## config.mk

```make
export PLATFORM = sky130hd
export DESIGN_NAME = pc_gen_flat
export DESIGN_NICKNAME = d
export VERILOG_FILES = /design/src/rtl/pc_gen_pkg.sv /design/src/rtl/pc_gen_if.sv /design/src/rtl/pc_next_sel.sv /design/src/rtl/pc_gen.sv /design/src/flat_wrapper.sv
export SDC_FILE = /design/constraint.sdc
export NUM_CORES = 1
export LEC_CHECK = 0
export BUFFER_PORTS_ARGS = -buffer_cell sky130_fd_sc_hd__buf_4
export CAP_MARGIN = 20
export CORE_MARGIN = 2
export CORE_UTILIZATION = 54
export DETAILED_ROUTE_END_ITERATION = 10
export GPL_TIMING_DRIVEN = 0
export PLACE_DENSITY = 0.87
export RECOVER_POWER = 100
export SYNTH_ARGS = -nofsm -noshare
export SYNTH_HDL_FRONTEND = slang
export SYNTH_SLANG_ARGS = --single-unit
```

## constraint.sdc

```tcl
create_clock -name clk -period 2.99 [get_ports clk]
set_input_delay 0 -clock clk [delete_from_list [all_inputs] [get_ports clk]]
set_output_delay 0 -clock clk [all_outputs]
set_load 0.03 [all_outputs]
```

## src/rtl/pc_gen_pkg.sv

```systemverilog
// Shared types and constants for the fetch-stage program-counter generator.
// Compressed-instruction support is selected with the PC_GEN_C_EXT_EN macro.
package pc_gen_pkg;

  localparam int unsigned CPU_WIDTH      = 32;
  localparam logic [31:0] RST_PC_DEFAULT = 32'h0000_0000;

  typedef enum logic [1:0] {
    IDLE = 2'd0,
    RUN  = 2'd1,
    HALT = 2'd2
  } state_e;

`ifdef PC_GEN_C_EXT_EN
  localparam logic [1:0]  ALIGN_LSB_MASK = 2'b01;
  localparam int unsigned C_STEP         = 2;
`else
  localparam logic [1:0]  ALIGN_LSB_MASK = 2'b11;
`endif

  // A target is misaligned when any bit covered by the alignment mask is set.
  function automatic logic is_misaligned(input logic [1:0] lsb);
    return |(lsb & ALIGN_LSB_MASK);
  endfunction

endpackage

```

## src/rtl/pc_gen_if.sv

```systemverilog
// Request/PC bus between the control unit, pc_gen and the instruction fetch side.
// PC_GEN_C_EXT_EN adds the is_compressed_i step selector.
interface pc_gen_if #(
  parameter int unsigned XLEN  = 32,
  parameter int unsigned CNT_W = 32
);
  logic             pc_ready_i;
  logic             stall_i;
  logic             jump_en_i;
  logic [XLEN-1:0]  jump_addr_i;
  logic             trap_en_i;
  logic [XLEN-1:0]  trap_addr_i;
  logic             halt_i;
  logic             resume_i;
`ifdef PC_GEN_C_EXT_EN
  logic             is_compressed_i;
`endif
  logic             ena_o;
  logic [XLEN-1:0]  curr_pc_o;
  logic             pc_valid_o;
  logic [XLEN-1:0]  next_pc_o;
  logic             misalign_o;
  logic [XLEN-1:0]  misalign_addr_o;
  logic [CNT_W-1:0] fetch_cnt_o;

  modport master (
    input  pc_ready_i, stall_i, jump_en_i, jump_addr_i, trap_en_i, trap_addr_i,
           halt_i, resume_i,
`ifdef PC_GEN_C_EXT_EN
    input  is_compressed_i,
`endif
    output ena_o, curr_pc_o, pc_valid_o, next_pc_o, misalign_o, misalign_addr_o,
           fetch_cnt_o
  );

  modport slave (
    output pc_ready_i, stall_i, jump_en_i, jump_addr_i, trap_en_i, trap_addr_i,
           halt_i, resume_i,
`ifdef PC_GEN_C_EXT_EN
    output is_compressed_i,
`endif
    input  ena_o, curr_pc_o, pc_valid_o, next_pc_o, misalign_o, misalign_addr_o,
           fetch_cnt_o
  );

endinterface

```

## src/rtl/pc_next_sel.sv

```systemverilog
// Combinational next-PC priority mux (trap > jump > hold > increment) with
// jump-target alignment check. PC_GEN_C_EXT_EN enables the 2-byte step.
module pc_next_sel
  import pc_gen_pkg::*;
#(
  parameter int unsigned XLEN = CPU_WIDTH,
  parameter int unsigned INC  = 4
) (
  input  state_e          i_state,
  input  logic [XLEN-1:0] i_curr_pc,
  input  logic            i_pc_ready,
  input  logic            i_stall,
  input  logic            i_jump_en,
  input  logic [XLEN-1:0] i_jump_addr,
  input  logic            i_trap_en,
  input  logic [XLEN-1:0] i_trap_addr,
`ifdef PC_GEN_C_EXT_EN
  input  logic            i_is_compressed,
`endif
  output logic [XLEN-1:0] o_next_pc,
  output logic            o_misalign
);

  logic [XLEN-1:0] w_step;
  logic [XLEN-1:0] w_trap_tgt;
  logic            w_jump_bad;

`ifdef PC_GEN_C_EXT_EN
  assign w_step = i_is_compressed ? XLEN'(C_STEP) : XLEN'(INC);
`else
  assign w_step = XLEN'(INC);
`endif

  // Trap vectors are silently aligned; they never raise misalign.
  assign w_trap_tgt = {i_trap_addr[XLEN-1:2], i_trap_addr[1:0] & ~ALIGN_LSB_MASK};
  assign w_jump_bad = is_misaligned(i_jump_addr[1:0]);

  always_comb begin
    o_next_pc  = i_curr_pc;
    o_misalign = 1'b0;
    case (i_state)
      RUN: begin
        if (i_trap_en) begin
          o_next_pc = w_trap_tgt;
        end else if (i_jump_en && !w_jump_bad) begin
          o_next_pc = i_jump_addr;
        end else if (i_jump_en) begin
          o_misalign = 1'b1;
        end else if (!i_stall && i_pc_ready) begin
          o_next_pc = i_curr_pc + w_step;
        end
      end
      HALT: begin
        if (i_trap_en) o_next_pc = w_trap_tgt;
      end
      default: ;
    endcase
  end

endmodule

```

## src/rtl/pc_gen.sv

```systemverilog
// Fetch-stage PC generator: IDLE/RUN/HALT control, PC register, misalign
// capture and accepted-fetch counter. PC_GEN_C_EXT_EN selects compressed support.
module pc_gen
  import pc_gen_pkg::*;
#(
  parameter int unsigned     XLEN   = CPU_WIDTH,
  parameter logic [XLEN-1:0] RST_PC = XLEN'(RST_PC_DEFAULT),
  parameter int unsigned     INC    = 4,
  parameter int unsigned     CNT_W  = 32
) (
  input logic      clk,
  input logic      rst_n,
  pc_gen_if.master bus
);

  state_e           r_state;
  state_e           w_state_nxt;
  logic             w_pc_valid_nxt;
  logic             r_ena;
  logic             r_pc_valid;
  logic [XLEN-1:0]  r_pc;
  logic [XLEN-1:0]  w_next_pc;
  logic             w_misalign;
  logic             r_misalign;
  logic [XLEN-1:0]  r_misalign_addr;
  logic [CNT_W-1:0] r_fetch_cnt;
  logic             w_fetch_acc;

  pc_next_sel #(
    .XLEN (XLEN),
    .INC  (INC)
  ) u_next_sel (
    .i_state         (r_state),
    .i_curr_pc       (r_pc),
    .i_pc_ready      (bus.pc_ready_i),
    .i_stall         (bus.stall_i),
    .i_jump_en       (bus.jump_en_i),
    .i_jump_addr     (bus.jump_addr_i),
    .i_trap_en       (bus.trap_en_i),
    .i_trap_addr     (bus.trap_addr_i),
`ifdef PC_GEN_C_EXT_EN
    .i_is_compressed (bus.is_compressed_i),
`endif
    .o_next_pc       (w_next_pc),
    .o_misalign      (w_misalign)
  );

  // Next state; a trap in RUN wins over a simultaneous halt request.
  always_comb begin
    w_state_nxt    = r_state;
    w_pc_valid_nxt = 1'b0;
    case (r_state)
      IDLE: w_state_nxt = RUN;
      RUN:  if (!bus.trap_en_i && bus.halt_i) w_state_nxt = HALT;
      HALT: if (bus.trap_en_i || bus.resume_i) w_state_nxt = RUN;
      default: w_state_nxt = IDLE;
    endcase
    w_pc_valid_nxt = (w_state_nxt == RUN);
  end

  always_ff @(posedge clk or negedge rst_n) begin
    if (!rst_n) r_state <= IDLE;
    else        r_state <= w_state_nxt;
  end

  assign w_fetch_acc = r_pc_valid && bus.pc_ready_i;

  always_ff @(posedge clk or negedge rst_n) begin
    if (!rst_n) begin
      r_ena           <= 1'b0;
      r_pc_valid      <= 1'b0;
      r_pc            <= RST_PC;
      r_misalign      <= 1'b0;
      r_misalign_addr <= '0;
      r_fetch_cnt     <= '0;
    end else begin
      r_ena      <= 1'b1;
      r_pc_valid <= w_pc_valid_nxt;
      r_pc       <= w_next_pc;
      r_misalign <= w_misalign;
      if (w_misalign)  r_misalign_addr <= bus.jump_addr_i;
      if (w_fetch_acc) r_fetch_cnt     <= r_fetch_cnt + CNT_W'(1);
    end
  end

  assign bus.ena_o           = r_ena;
  assign bus.curr_pc_o       = r_pc;
  assign bus.pc_valid_o      = r_pc_valid;
  assign bus.next_pc_o       = w_next_pc;
  assign bus.misalign_o      = r_misalign;
  assign bus.misalign_addr_o = r_misalign_addr;
  assign bus.fetch_cnt_o     = r_fetch_cnt;

endmodule

```

## src/flat_wrapper.sv

```systemverilog
// flat-port wrapper written by rule: the top's interface ports become plain ports
module pc_gen_flat import pc_gen_pkg::*;
#(
  parameter int unsigned     XLEN   = CPU_WIDTH,
  parameter logic [XLEN-1:0] RST_PC = XLEN'(RST_PC_DEFAULT),
  parameter int unsigned     INC    = 4,
  parameter int unsigned     CNT_W  = 32
)
  (clk, rst_n, bus_pc_ready_i, bus_stall_i, bus_jump_en_i, bus_jump_addr_i, bus_trap_en_i, bus_trap_addr_i, bus_halt_i, bus_resume_i, bus_ena_o, bus_curr_pc_o, bus_pc_valid_o, bus_next_pc_o, bus_misalign_o, bus_misalign_addr_o, bus_fetch_cnt_o);
  pc_gen_if #(.XLEN(XLEN), .CNT_W(CNT_W)) bus_i ();
  input logic clk;
  input logic rst_n;
  input wire logic [$bits(bus_i.pc_ready_i)-1:0] bus_pc_ready_i;
  input wire logic [$bits(bus_i.stall_i)-1:0] bus_stall_i;
  input wire logic [$bits(bus_i.jump_en_i)-1:0] bus_jump_en_i;
  input wire logic [$bits(bus_i.jump_addr_i)-1:0] bus_jump_addr_i;
  input wire logic [$bits(bus_i.trap_en_i)-1:0] bus_trap_en_i;
  input wire logic [$bits(bus_i.trap_addr_i)-1:0] bus_trap_addr_i;
  input wire logic [$bits(bus_i.halt_i)-1:0] bus_halt_i;
  input wire logic [$bits(bus_i.resume_i)-1:0] bus_resume_i;
  output wire logic [$bits(bus_i.ena_o)-1:0] bus_ena_o;
  output wire logic [$bits(bus_i.curr_pc_o)-1:0] bus_curr_pc_o;
  output wire logic [$bits(bus_i.pc_valid_o)-1:0] bus_pc_valid_o;
  output wire logic [$bits(bus_i.next_pc_o)-1:0] bus_next_pc_o;
  output wire logic [$bits(bus_i.misalign_o)-1:0] bus_misalign_o;
  output wire logic [$bits(bus_i.misalign_addr_o)-1:0] bus_misalign_addr_o;
  output wire logic [$bits(bus_i.fetch_cnt_o)-1:0] bus_fetch_cnt_o;
  assign bus_i.pc_ready_i = bus_pc_ready_i;
  assign bus_i.stall_i = bus_stall_i;
  assign bus_i.jump_en_i = bus_jump_en_i;
  assign bus_i.jump_addr_i = bus_jump_addr_i;
  assign bus_i.trap_en_i = bus_trap_en_i;
  assign bus_i.trap_addr_i = bus_trap_addr_i;
  assign bus_i.halt_i = bus_halt_i;
  assign bus_i.resume_i = bus_resume_i;
  assign bus_ena_o = bus_i.ena_o;
  assign bus_curr_pc_o = bus_i.curr_pc_o;
  assign bus_pc_valid_o = bus_i.pc_valid_o;
  assign bus_next_pc_o = bus_i.next_pc_o;
  assign bus_misalign_o = bus_i.misalign_o;
  assign bus_misalign_addr_o = bus_i.misalign_addr_o;
  assign bus_fetch_cnt_o = bus_i.fetch_cnt_o;
  pc_gen #(.XLEN(XLEN), .RST_PC(RST_PC), .INC(INC), .CNT_W(CNT_W)) u_core (.clk(clk), .rst_n(rst_n), .bus(bus_i));
endmodule
```

Yosys cells after proc, flatten, opt, wreduce, memory -nomap -nowiden
Index checks and enable logic that the tools add are counted.
- add/sub/neg operators: 2
- equality and inequality tests: 3
- multiplexer cells: 13
- reduce and logical (&&, ||, !) cells: 10
- operators by type and width (kind ; number):
    two-way mux 32 bit ; 5
    one-hot mux 32 bit (2 select lines) ; 1
    adder 32 x 1 -> 32 bit, second input constant ; 1
    adder 32 x 3 -> 32 bit, second input constant ; 1
    one-hot mux 2 bit (3 select lines) ; 1
    == test 2 x 1 -> 1 bit, second input constant ; 2
    logical AND 1 bit ; 4
    two-way mux 1 bit ; 4
    two-way mux 2 bit ; 2
    logical NOT 1 bit ; 3
    == test 2 bit, second input constant ; 1
    logical NOT 2 bit ; 1
    OR reduction 2 bit ; 1
    logical OR 1 bit ; 1
- register bits: 101
- input port bits: 72
- output and inout bits: 131
- word-level logic and storage cells: 35

Longest topological paths before layout
Gate-level depths: netlist of the first run.
- word-level depth: 7
- depth in mapped cells: 8
- gate-level depth less buffers: 7

Hierarchy
Synthesis of the first run repeated with hierarchy kept, for this count alone.
- cell total of the unflattened synthesis: 582
- area total of the unflattened synthesis: 5731.7 sq um
- by module, submodules not included (module ; instances ; cells each ; area each (sq um) ; seq. area each (sq um)):
    pc_gen ; 1 ; 240 ; 3668.5 ; 2527.4
    pc_next_sel ; 1 ; 342 ; 2063.2 ; 0.0

Worst setup path before layout of the first run
OpenSTA, ideal clock, no wires.
- kind: register to register
- from: reg u_core.r_pc[8] (netlist: u_core.bus.curr_pc_o[8])
- to: reg u_core.r_pc[31] (netlist: u_core.bus.curr_pc_o[31])
- arrival time: 2.429 ns
- path slack: 0.345 ns
- cell stages (with the launch flop): 7
- path buffers: 1
- period minus slack after synthesis: 2.645 ns
- path through: dfrtp_1 > nand4_2 > nor4_4 > buf_6 > nand4_1 > xnor2_1 > a221oi_1
- word-level cells in the longest chain between the ends: 6
- ends and longest elaborated chain (what ; RTL line ; RTL):
    start, declared ; pc_gen.sv:21 ; logic [XLEN-1:0] r_pc;
    start signal, assigned ; pc_gen.sv:79 ; r_pc <= w_next_pc;
    adder 32 x 3 -> 32 bit ; pc_next_sel.sv:50 ; o_next_pc = i_curr_pc + w_step;
    two-way mux 32 bit ; pc_next_sel.sv:49 ; end else if (!i_stall && i_pc_ready) begin
    two-way mux 32 bit ; pc_next_sel.sv:47 ; end else if (i_jump_en) begin
    two-way mux 32 bit ; pc_next_sel.sv:45 ; end else if (i_jump_en && !w_jump_bad) begin
    two-way mux 32 bit ; pc_next_sel.sv:43 ; if (i_trap_en) begin
    one-hot mux 32 bit (2 select lines) ; pc_next_sel.sv:41 ; case (i_state)
    net bus_next_pc_o[31] ; flat_wrapper.sv:24 ; output wire logic [$bits(bus_i.next_pc_o)-1:0] bus_next_pc_o;
The timed path passes the listed nets, and every way through them passes these cells.
A chain may end at the register's enable or synchronous reset.

Worst setup path after layout of the first run
- from: reg u_core.r_pc[2] (netlist: u_core.bus.curr_pc_o[2])
- to: out bus_next_pc_o[26]
- word-level cells in the longest chain between the ends: 6
- ends and longest elaborated chain (what ; RTL line):
    adder 32 x 3 -> 32 bit ; pc_next_sel.sv:50
    two-way mux 32 bit ; pc_next_sel.sv:49
    two-way mux 32 bit ; pc_next_sel.sv:47
    two-way mux 32 bit ; pc_next_sel.sv:45
    two-way mux 32 bit ; pc_next_sel.sv:43
    one-hot mux 32 bit (2 select lines) ; pc_next_sel.sv:41
    end, declared ; flat_wrapper.sv:24
Every way passes these cells.

==> results of run 1 <==
==> routing by layer <==
metal  GRT usage, %  share of wire (%)  up-vias  routed length [um]
met5              0                  0        -                   0
met4           17.3                4.9        0                 935
met3           9.15                 10       88                1970
met2           57.1                 47      421                9090
met1           42.9                 38     2793                7220
li1               -                  -     2512                   -
==> area by class of cell <==
| class | instances | area, um^2 |
|---|---|---|
| Clock inverter | 7 | 114 |
| Sequential cell | 101 | 2530 |
| Clock buffer | 9 | 124 |
| Fill cell | 750 | 2370 |
| Inverter | 15 | 56.3 |
| Tap cell | 133 | 166 |
| Multi-Input combinational cell | 384 | 2700 |
| Timing Repair Buffer | 251 | 1590 |
| Buffer | 27 | 124 |
| Antenna cell | 1 | 2.50 |
==> worst max path at each step <==
stage | cells past startpoint | startpoint | endpoint | slack, ns
after floorplan | 6 | u_core.bus.curr_pc_o[8]$_DFF_PN0_ | u_core.bus.curr_pc_o[31]$_DFF_PN0_ | 0.35
after global placement | 8 | u_core.r_state[0]$_DFF_PN0_ | bus_next_pc_o[23] | 0.38
after detailed placement | 8 | u_core.r_state[1]$_DFF_PN0_ | bus_next_pc_o[23] | 0.37
after CTS | 8 | u_core.r_state[1]$_DFF_PN0_ | bus_next_pc_o[24] | 0.02
after global routing | 7 | u_core.bus.curr_pc_o[2]$_DFF_PN0_ | bus_next_pc_o[26] | 0.006
final | 7 | u_core.bus.curr_pc_o[2]$_DFF_PN0_ | bus_next_pc_o[26] | 0.02
==> cell families (layout without fill, tap and decap cells) <==
kind of cell,Yosys count,count (layout),synth area share (%)
simple gates,187,187,19.7
compound gates,110,110,14.4
flops,101,101,46.5
xor+xnor,43,43,6.93
buf+inv,43,309,3.46
mux,37,37,7.60
fa+ha+maj,6,6,1.38
other cells,1,2,0.0690
==> metrics by stage <==
| step | hold slack [ns] | instances | area, um^2 | total power [mW] | util [%] |
|---|---|---|---|---|---|
| floorplan | -0.296 | 528 | 5430 | 4.89 | - |
| global placement | 0.247 | 861 | 7100 | 6.55 | 72.6 |
| detailed placement | 0.0336 | 862 | 7130 | 6.65 | 72.9 |
| CTS | 0.000437 | 928 | 7870 | 7.74 | 80.5 |
| global route | 0.0227 | 928 | 7400 | 7.68 | 75.7 |
| finish | 0.000576 | 928 | 7400 | 7.38 | 75.7 |
==> Yosys cell counts (8+ instances only) <==
cell type,number,share of area [%]
o21ai_0,28,2.6
buf_2,13,1.2
inv_1,15,1.0
nor2_1,25,1.7
nand4_1,21,2.4
and3_1,10,1.2
and2_1,8,0.92
a21oi_1,13,1.2
xnor2_1,29,4.7
and4_1,8,1.3
mux2_2,33,6.8
clkbuf_1,12,0.83
dfrtp_1,101,47
nand3_1,39,3.6
a31oi_1,9,1.0
xor2_1,14,2.3
a222oi_1,11,2.0
nand2_1,41,2.8
==> layout by cell type, fill, tap and decap left out, types with 4 or more instances in the layout <==
cell type	count
a21oi_1	13
a221o_1	5
a222oi_1	11
a22oi_1	6
a31oi_1	9
and2_1	5
and3_1	10
and4_1	8
buf_2	11
buf_4	73
clkbuf_1	119
clkbuf_2	21
clkbuf_8	9
dfrtp_1	101
dlygate4sd3_1	50
ha_1	6
inv_1	15
mux2_2	32
nand2_1	41
nand3_1	38
nand4_1	21
nor2_1	24
nor3_1	9
o211ai_1	4
o21ai_0	23
o21ai_1	8
xnor2_1	29
xor2_1	14
==> repair_timing <==
action / 4_1_cts / 5_1_grt
setup buffers: 0 / 0
setup endpoints to repair: 4 / 16
endpoints found under the hold margin: 90 / 0
pin swaps: 0 / 1
gates resized for setup: 1 / 11
hold buffers: 50 / 0
==> worst register-to-register path: cells and delay by family (launching register included) <==
kind,cells,cell delay [ns]
adder cells (fa/ha/maj),1,0.33
AO/OA/AOI/OAI,1,0.17
AND/OR/NAND/NOR,1,0.27
buffers and inverters,3,0.98
flip-flops,1,0.43
multiplexers,1,0.43
==> power by group <==
| group | switching [mW] | internal (mW) | leakage (nW) | total [mW] |
|---|---|---|---|---|
| Combinational | 2.93 | 1.21 | 1.78 | 4.14 |
| Clock | 0.548 | 0.494 | 0.120 | 1.04 |
| Sequential | 0.407 | 1.79 | 1.31 | 2.19 |
| Total | 3.89 | 3.49 | 3.21 | 7.38 |
==> registers in the layout, indices dropped and copies added, names as in the netlist <==
| register | count |
|---|---|
| u_core.bus.curr_pc_o | 32 |
| u_core.bus.ena_o | 1 |
| u_core.bus.fetch_cnt_o | 32 |
| u_core.bus.misalign_addr_o | 32 |
| u_core.bus.misalign_o | 1 |
| u_core.bus.pc_valid_o | 1 |
| u_core.r_state | 2 |
==> impl_metrics.py, run 1 <==
metrics = {
    "die": {
        "start_util_pct": 55.6,
        "core_area_um2": 9770,
        "dieArea_um2": 10900,
        "ioPinCount": 203,
        "die_h_um": 104,
        "die-width_um": 104,
        "num_rows": 36,
    },
    "clocking": {
        "cts_tree": "yes",
        "htree_levels": 3,
        "clock-sinks": 101,
        "cts.clk_slew.worst_paths_ns": 0.11,
        "clock_latency_ns": 0.39,
        "ctsLongestPathBuffers": 2,
        "clockRootBuffer": "clkbuf_8",
        "numCtsBuffers": 9,
    },
    "critical_path": {
        "path_max_fanout": 7,
        "cp.arrival_ns": 2.97,
        "critPathBufInv": 1,
        "crit_chain": "ha_1, nand4_1, nor3_1, nand3_1, xnor2_1, o31ai_1, buf_2",
        "path_class": "reg -> out",
        "required_ns": 2.99,
        "timing.rr.start": "u_core.r_state[1]$_DFF_PN0_",
        "r2r-end": "u_core.bus.misalign_addr_o[19]$_DFFE_PN0P_",
        "path_delay_family": "simple AND/OR/NAND/NOR gates",
        "r2r_cells": 7,
        "cpPeakStageDelay_ns": 0.59,
        "start_kind": "flop",
        "crit_path_end_kind": "output pin",
        "slowest_stage": "nor3_1",
        "reg2reg_slack_ns": 0.27,
    },
    "logic_synthesis": {
        "syn_avg_cell_area_um2": 10.3,
        "synth-seq-cells": 101,
        "synth.cell_area_um2": 5430,
        "postSynthCellCount": 528,
        "postSynthNetCount": 606,
        "yosysUniqueCellTypes": 68,
        "synth_seq_area_share_pct": 46.5,
        "synth_edf_count": 0,
        "ys_warn_count": 0,
        "synthArstFlopShare_pct": 100,
        "ys.flop_type": "dfrtp_1",
    },
    "timing": {
        "fin_setup_tns_ns": 0,
        "max_freq_ghz": 0.337,
        "slew_headroom_pct": -56.7,
        "worst_slew_pin_slew_ns": 2.35,
        "hold_viol": 0,
        "grt_setup_unrepaired": "no",
        "finalCritPeriodShare_pct": 99.3,
        "finalSetupViolCount": 0,
        "slew_violations": 41,
        "period_minus_slack_ns": 2.97,
        "timing.final.ws_setup_ns": 0.0212,
        "fin_worst_skew_ns": 0.0126,
    },
    "route": {
        "wl_per_cell_um": 20.7,
        "viasPerCell": 6.27,
        "wirelength_um": 19200,
        "drtIter0Drc": 610,
        "via_count": 5814,
        "ant_nets": 0,
        "drtPass1Iterations": 6,
        "drc": 0,
    },
    "job": {
        "cap_violations": 1,
    },
    "grt": {
        "grt_pass1_wl_um": 30000,
        "gr-total-overflow": 0,
        "antenna_found_initial": 1,
        "grt_util_all_layers_pct": 35.0,
        "grt_pass1_vias": 5655,
        "grt_max_degree": 62,
    },
    "worst_hold_path": {
        "worstHoldStart": "bus_trap_addr_i[2]",
        "hold_end": "u_core.bus.curr_pc_o[2]$_DFF_PN0_",
        "min_path_type": "in -> reg",
        "hold_depth": 4,
    },
    "placement": {
        "dpl_worst_slack_ns": 0.373,
        "dp_hpwl_um": 13300,
        "gp_congestion": 0.966,
        "io_buffers": 200,
    },
    "finish": {
        "fin_nets": 867,
        "drive_gt1_share_pct": 21.5,
        "area_delta_synth_final_pct": 36.3,
    },
    "power_and_ir_drop": {
        "ir_worst_vdd_uv": 746,
        "p_leak_nw": 3.21,
        "cellPowerDensity_nw_per_um2": 997,
    },
    "outcome": {
        "violations": "capacitance limit, slew limit",
        "status": "finished with violations",
    },
}
No activity file was read; power rests on OpenSTA's default activity.
==> run 2: changes to the inputs <==
Clock period 2.99 ns to 3.5 ns, I/O delays scaled along.
==> run 2 against run 1 <==
Net effect:
- the flow finishes with violations (hold timing, capacitance limit, slew limit)
- sequential power decreased by 14%
- largest cell class unchanged
- wire length rose by 0.56%
- utilization decreased by 0.70 points
==> impl_metrics.py, run 2 (same netlist as run 1, synthesis figures left out) <==
metrics = {
    "critical_path": {
        "timing.rr.start": "u_core.r_state[1]$_DFF_PN0_",
        "required_ns": 3.50,
        "reg2reg_slack_ns": 0.74,
        "path_max_fanout": 10,
        "crit_end": "bus_next_pc_o[12]",
        "crit_path_end_kind": "output pin",
        "r2r-end": "u_core.bus.curr_pc_o[21]$_DFF_PN0_",
        "r2r_cells": 8,
        "startpoint": "u_core.r_state[1]$_DFF_PN0_",
        "start_kind": "flop",
        "path_class": "reg -> out",
        "cp.arrival_ns": 3.30,
    },
    "grt": {
        "grt_use_met2_pct": 57.1,
        "met1_usage_pct": 42.9,
        "grt_pass1_vias": 5655,
        "grt-busiest-layer": "met2",
        "grt_max_degree": 62,
        "grt.met3_usage_pct": 9.15,
        "antenna_found_initial": 1,
        "grt_util_all_layers_pct": 35.0,
        "grt_pass1_wl_um": 30000,
        "gr-total-overflow": 0,
    },
    "timing": {
        "max_freq_ghz": 0.303,
        "worst_slew_pin_slew_ns": 2.24,
        "fin_setup_tns_ns": 0,
        "finalCritPeriodShare_pct": 94.3,
        "hold_viol": 1,
        "fin_worst_skew_ns": 0.0147,
        "timing.final.ws_setup_ns": 0.199,
        "slew_headroom_pct": -49.2,
        "finalHoldWorstSlack_ns": -0.00167,
        "finalSetupViolCount": 0,
        "period_minus_slack_ns": 3.30,
        "grt_setup_unrepaired": "no",
        "slew_violations": 42,
    },
    "die": {
        "start_util_pct": 55.6,
        "dieArea_um2": 10900,
        "die-width_um": 104,
        "num_rows": 36,
        "core_area_um2": 9770,
        "die_h_um": 104,
        "ioPinCount": 203,
    },
    "clocking": {
        "cts_resized": 0,
        "ctsLongestPathBuffers": 2,
        "htree_levels": 3,
        "cts.clk_slew.worst_paths_ns": 0.11,
        "cts_tree": "yes",
        "postCtsSetupBuffers": 0,
        "clock-sinks": 101,
        "clock_latency_ns": 0.39,
        "postCtsHoldBufs": 50,
        "clockRootBuffer": "clkbuf_8",
        "numCtsBuffers": 9,
    },
    "job": {
        "cap_violations": 1,
    },
    "power_and_ir_drop": {
        "cellPowerDensity_nw_per_um2": 847,
        "p_leak_nw": 3.11,
        "ir_worst_vdd_uv": 609,
    },
    "placement": {
        "io_buffers": 200,
        "dpl_worst_slack_ns": 0.883,
        "gp_congestion": 0.966,
        "dp_hpwl_um": 13300,
    },
    "route": {
        "wl_per_cell_um": 20.8,
        "wirelength_um": 19300,
        "drc": 0,
        "viasPerCell": 6.26,
        "via_count": 5814,
        "ant_nets": 0,
        "drtIter0Drc": 573,
        "drtPass1Iterations": 7,
    },
    "worst_hold_path": {
        "min_path_type": "in -> reg",
        "worstHoldStart": "bus_trap_addr_i[2]",
        "hold_depth": 4,
    },
    "finish": {
        "mostFrequentLayoutCells": "clkbuf_1, dfrtp_1, buf_4, dlygate4sd3_1, nand2_1",
        "drive_gt1_share_pct": 18.1,
        "final_common_cell": "clkbuf_1",
        "area_delta_synth_final_pct": 35.0,
        "fin_nets": 868,
    },
    "outcome": {
        "violations": "hold timing, capacitance limit, slew limit",
        "status": "finished with violations",
    },
}
==> run 2: cell types whose count changed in the layout (fill, tap and decap cells not counted), sizes merged <==
cell,delta
clkbuf,+9
buf,-8
==> run 2: cell type report <==
type                    instances  area [um^2]
clock inverters                 7          114
inverters                      15         56.3
fillers                       774         2440
repair buffers                251         1520
plain buffers                  28          124
well taps                     133          166
multi-input cells             384         2700
flip-flops and latches        101         2530
clock buffers                   9          124
diodes                          1         2.50
==> run 2: how the worst min path moves through the flow <==
| stage | end | slack [ns] |
|---|---|---|
| after floorplan | u_core.bus.curr_pc_o[0]$_DFF_PN0_ | -0.30 |
| after global placement | u_core.bus.misalign_addr_o[16]$_DFFE_PN0P_ | 0.25 |
| after detailed placement | u_core.bus.misalign_addr_o[16]$_DFFE_PN0P_ | 0.03 |
| after CTS | u_core.bus.curr_pc_o[2]$_DFF_PN0_ | 0.0004 |
| after global routing | u_core.bus.curr_pc_o[2]$_DFF_PN0_ | 0.02 |
| final | u_core.bus.curr_pc_o[2]$_DFF_PN0_ | -0.002 |
==> run 2: routing by layer <==
metal | vias to the layer above | wire [um] | part of all wire [%]
met3 | 87 | 2010 | 10
met1 | 2793 | 7230 | 37
li1 | 2511 | - | -
met5 | - | 0 | 0
met4 | 0 | 901 | 4.7
met2 | 423 | 9160 | 47
==> run 2: worst max-delay path: stages, from the launching register on <==
cell	delay (ns)
dfrtp_1	0.43
inv_1	0.10
ha_1	0.33
o21a_1	0.33
and2_1	0.16
buf_2	0.23
clkbuf_1	0.56
a222oi_1	0.22
o21ai_0	0.16
clkbuf_1	0.37
==> run 2: where the power goes <==
group / internal (mW) / switching (mW)
Sequential: 1.53 / 0.352
Clock: 0.422 / 0.468
Combinational: 0.952 / 2.49
==> run 2: per-stage QoR <==
stage / utilization, % / power, mW / instances / hold WS [ns] / area [um^2]
2_1_floorplan: - / 4.17 / 528 / -0.296 / 5430
3_3_place_gp: 72.6 / 5.60 / 861 / 0.247 / 7100
3_5_place_dp: 72.9 / 5.68 / 862 / 0.0336 / 7130
4_1_cts: 80.5 / 6.61 / 928 / 0.000437 / 7870
5_1_grt: 75.0 / 6.47 / 929 / 0.0227 / 7330
6_report: 75.0 / 6.21 / 929 / -0.00167 / 7330
==> run 3: changes to the inputs <==
Settings changed: ABC_AREA from default to 1, CORE_UTILIZATION 54 to 56, GPL_ROUTABILITY_DRIVEN from default to 0.
==> run 3 against run 2 <==
Net effect:
- the flow finishes with violations (capacitance limit, slew limit)
- sequential share of layout area down 3.3 points
- final cell count up 40%
- clock power up 16%
- combinational power up 35%
- utilization down 0.81 points
- global-route usage up 1.2 points
- total power up 25%
- critical endpoint is now bus_next_pc_o[10]
- largest power group unchanged
==> impl_metrics.py, run 3 <==
metrics = {
    "outcome": {
        "status": "finished with violations",
        "violations": "capacitance limit, slew limit",
    },
    "die": {
        "core_area_um2": 10900,
        "ioPinCount": 203,
        "die_h_um": 111,
        "die-width_um": 111,
        "num_rows": 38,
        "dieArea_um2": 12200,
        "start_util_pct": 58.1,
    },
    "route": {
        "viasPerCell": 5.81,
        "wirelength_um": 22400,
        "drc": 0,
        "via_count": 7553,
        "wl_per_cell_um": 17.3,
        "drtIter0Drc": 900,
        "ant_nets": 0,
        "drtPass1Iterations": 8,
    },
    "grt": {
        "antenna_found_initial": 0,
        "grt_max_degree": 76,
        "grt_pass1_wl_um": 35500,
        "met1_usage_pct": 45.6,
        "gr-total-overflow": 0,
        "grt_util_all_layers_pct": 36.2,
        "grt_pass1_vias": 7114,
        "grt.met3_usage_pct": 7.79,
        "grt_use_met2_pct": 58.4,
        "grt-busiest-layer": "met2",
    },
    "logic_synthesis": {
        "synth-compound-area-share_pct": 12.3,
        "syn_avg_cell_area_um2": 7.01,
        "synth_mux_area_share_pct": 0,
        "synth-seq-cells": 101,
        "postSynthNetCount": 985,
        "synthArstFlopShare_pct": 100,
        "synth_top_cell_by_area": "dfrtp_1",
        "synthTopCellsByArea": "dfrtp_1, nand2_1, inv_1",
        "yosysUniqueCellTypes": 38,
        "synth_edf_count": 0,
        "synth_fa_ha_area_share_pct": 1.18,
        "ys_warn_count": 0,
        "ys.flop_type": "dfrtp_1",
        "yosysTopAreaCellShare_pct": 39.8,
        "synth_seq_area_share_pct": 39.8,
        "synth-simple-area-share_pct": 35.0,
        "synth.cell_area_um2": 6360,
        "yosysMostFrequentCell": "nand2_1",
        "synthTopCellsByCount": "nand2_1, dfrtp_1, inv_1",
        "synth_xor_area_share_pct": 3.86,
        "postSynthCellCount": 907,
        "synth_top_family_by_area": "simple AND/OR/NAND/NOR gates",
    },
    "critical_path": {
        "path_delay_family": "buffers and inverters",
        "crit_path_end_kind": "output pin",
        "r2r_cells": 9,
        "startpoint": "u_core.r_state[1]$_DFF_PN0_",
        "path_class": "reg -> out",
        "cpPeakStageDelay_ns": 0.50,
        "timing.rr.start": "u_core.r_state[1]$_DFF_PN0_",
        "reg2reg_slack_ns": 0.52,
        "crit_chain": "inv_1, ha_1, buf_2, inv_1, nor2_1, clkbuf_1, o211ai_1, a21oi_1, clkbuf_1",
        "slowest_stage": "clkbuf_1",
        "start_kind": "flop",
        "required_ns": 3.50,
        "path_max_fanout": 10,
        "crit_cells": 9,
        "critPathBufInv": 5,
        "cp.arrival_ns": 3.13,
    },
    "power_and_ir_drop": {
        "internal_power_mw": 3.21,
        "combPwrFrac_pct": 59.7,
        "pwr-share-clk_pct": 13.3,
        "p_sw_mw": 4.58,
        "p_leak_nw": 3.94,
        "ir_worst_vdd_uv": 791,
        "swShare_pct": 58.8,
        "cellPowerDensity_nw_per_um2": 959,
        "seq_power_share_pct": 27.0,
    },
    "timing": {
        "slew_headroom_pct": -1.84,
        "fin_setup_tns_ns": 0,
        "grt_setup_unrepaired": "no",
        "fin_worst_skew_ns": 0.0117,
        "worst_slew_pin_slew_ns": 1.53,
        "period_minus_slack_ns": 3.13,
        "finalSetupViolCount": 0,
        "slew_violations": 27,
        "hold_viol": 0,
        "max_freq_ghz": 0.319,
        "finalCritPeriodShare_pct": 89.5,
    },
    "clocking": {
        "ctsLongestPathBuffers": 2,
        "postCtsHoldBufs": 35,
        "cts_tree": "yes",
        "cts_resized": 0,
        "htree_levels": 3,
        "clockRootBuffer": "clkbuf_16",
        "numCtsBuffers": 9,
        "clock_latency_ns": 0.36,
        "postCtsSetupBuffers": 0,
        "clock-sinks": 101,
        "cts.clk_slew.worst_paths_ns": 0.08,
    },
    "finish": {
        "mostFrequentLayoutCells": "nand2_1, clkbuf_1, dfrtp_1, inv_1, nor2_1",
        "area_delta_synth_final_pct": 27.7,
        "fin_nets": 1232,
        "drive_gt1_share_pct": 8.89,
        "diodes": 0,
        "final_area_um2": 8120,
        "final_common_cell": "nand2_1",
    },
    "worst_hold_path": {
        "hold_depth": 5,
        "min_path_type": "in -> reg",
        "worstHoldStart": "bus_trap_addr_i[27]",
    },
    "placement": {
        "post_dp_cell_area_um2": 8060,
        "dp_hpwl_um": 16300,
        "io_buffers": 200,
    },
    "job": {
        "cap_violations": 1,
    },
}
[run 3: cell types whose count changed after synthesis, sizes merged, moves of 11 or more]
cell    before  now
nand2       41  291
inv         15   95
nor2        27   96
mux2        34    0
o21ai       31   63
nand3       39   70
a21oi       13   40
xnor2       29   10
a222oi      11    0
[run 3: worst min-delay path, stage by stage]
cell and delay, ns:
buf_4 0.11, nand2_1 0.06, nand2_1 0.05, nand2_1 0.05, a21oi_1 0.06
[run 3: cells by family after synthesis]
group / Yosys count
flip-flops: 101
AO/OA/AOI/OAI: 140
XOR/XNOR: 28
buffers and inverters: 129
adder cells (fa/ha/maj): 6
AND/OR/NAND/NOR: 502
other: 1
[run 3: worst paths after layout]
path,endpoint
worst max-delay path,bus_next_pc_o[10]
worst min-delay path,u_core.bus.curr_pc_o[27]$_DFF_PN0_
worst max register to register,u_core.bus.misalign_addr_o[5]$_DFFE_PN0P_
worst min register to register,u_core.bus.misalign_addr_o[9]$_DFFE_PN0P_
max in group asynchronous,u_core.bus.misalign_o$_DFF_PN0_
min in group asynchronous,u_core.bus.curr_pc_o[31]$_DFF_PN0_
[run 3: per-stage QoR]
stage                     hold slack, ns  utilization, %  total power, mW  setup slack (ns)  instances
after floorplan                   -0.296               -             5.30              1.16        907
after global placement             0.211            73.5             7.23              1.11       1247
after detailed placement         -0.0627            73.7             7.31              1.10       1248
after CTS                         0.0201            79.7             8.37             0.697       1299
after global routing              0.0463            74.2             8.18             0.209       1299
final                             0.0155            74.2             7.78             0.366       1299
[run 3: cell type report]
type | count | area (um^2)
multi-input cells | 677 | 3240
fillers | 970 | 2820
flip-flops and latches | 101 | 2530
repair buffers | 236 | 1380
inverters | 96 | 362
clock buffers | 9 | 225
well taps | 140 | 175
plain buffers | 33 | 134
clock inverters | 7 | 73.8
[run 3: power groups by stage]
stage          registers, mW  logic [mW]  clock network, mW
3_5_place_dp            2.09        5.22                  0
3_3_place_gp            2.09        5.14                  0
5_1_grt                 2.14        4.96               1.08
4_1_cts                 2.08        5.26               1.03
2_1_floorplan           2.75        2.55                  0
6_report                2.10        4.65               1.03
[run 3: routing by layer]
metal,vias to the layer above,routed length [um]
li1,3428,-
met3,127,2500
met4,0,1280
met5,-,0
met1,3423,8330
met2,575,10300
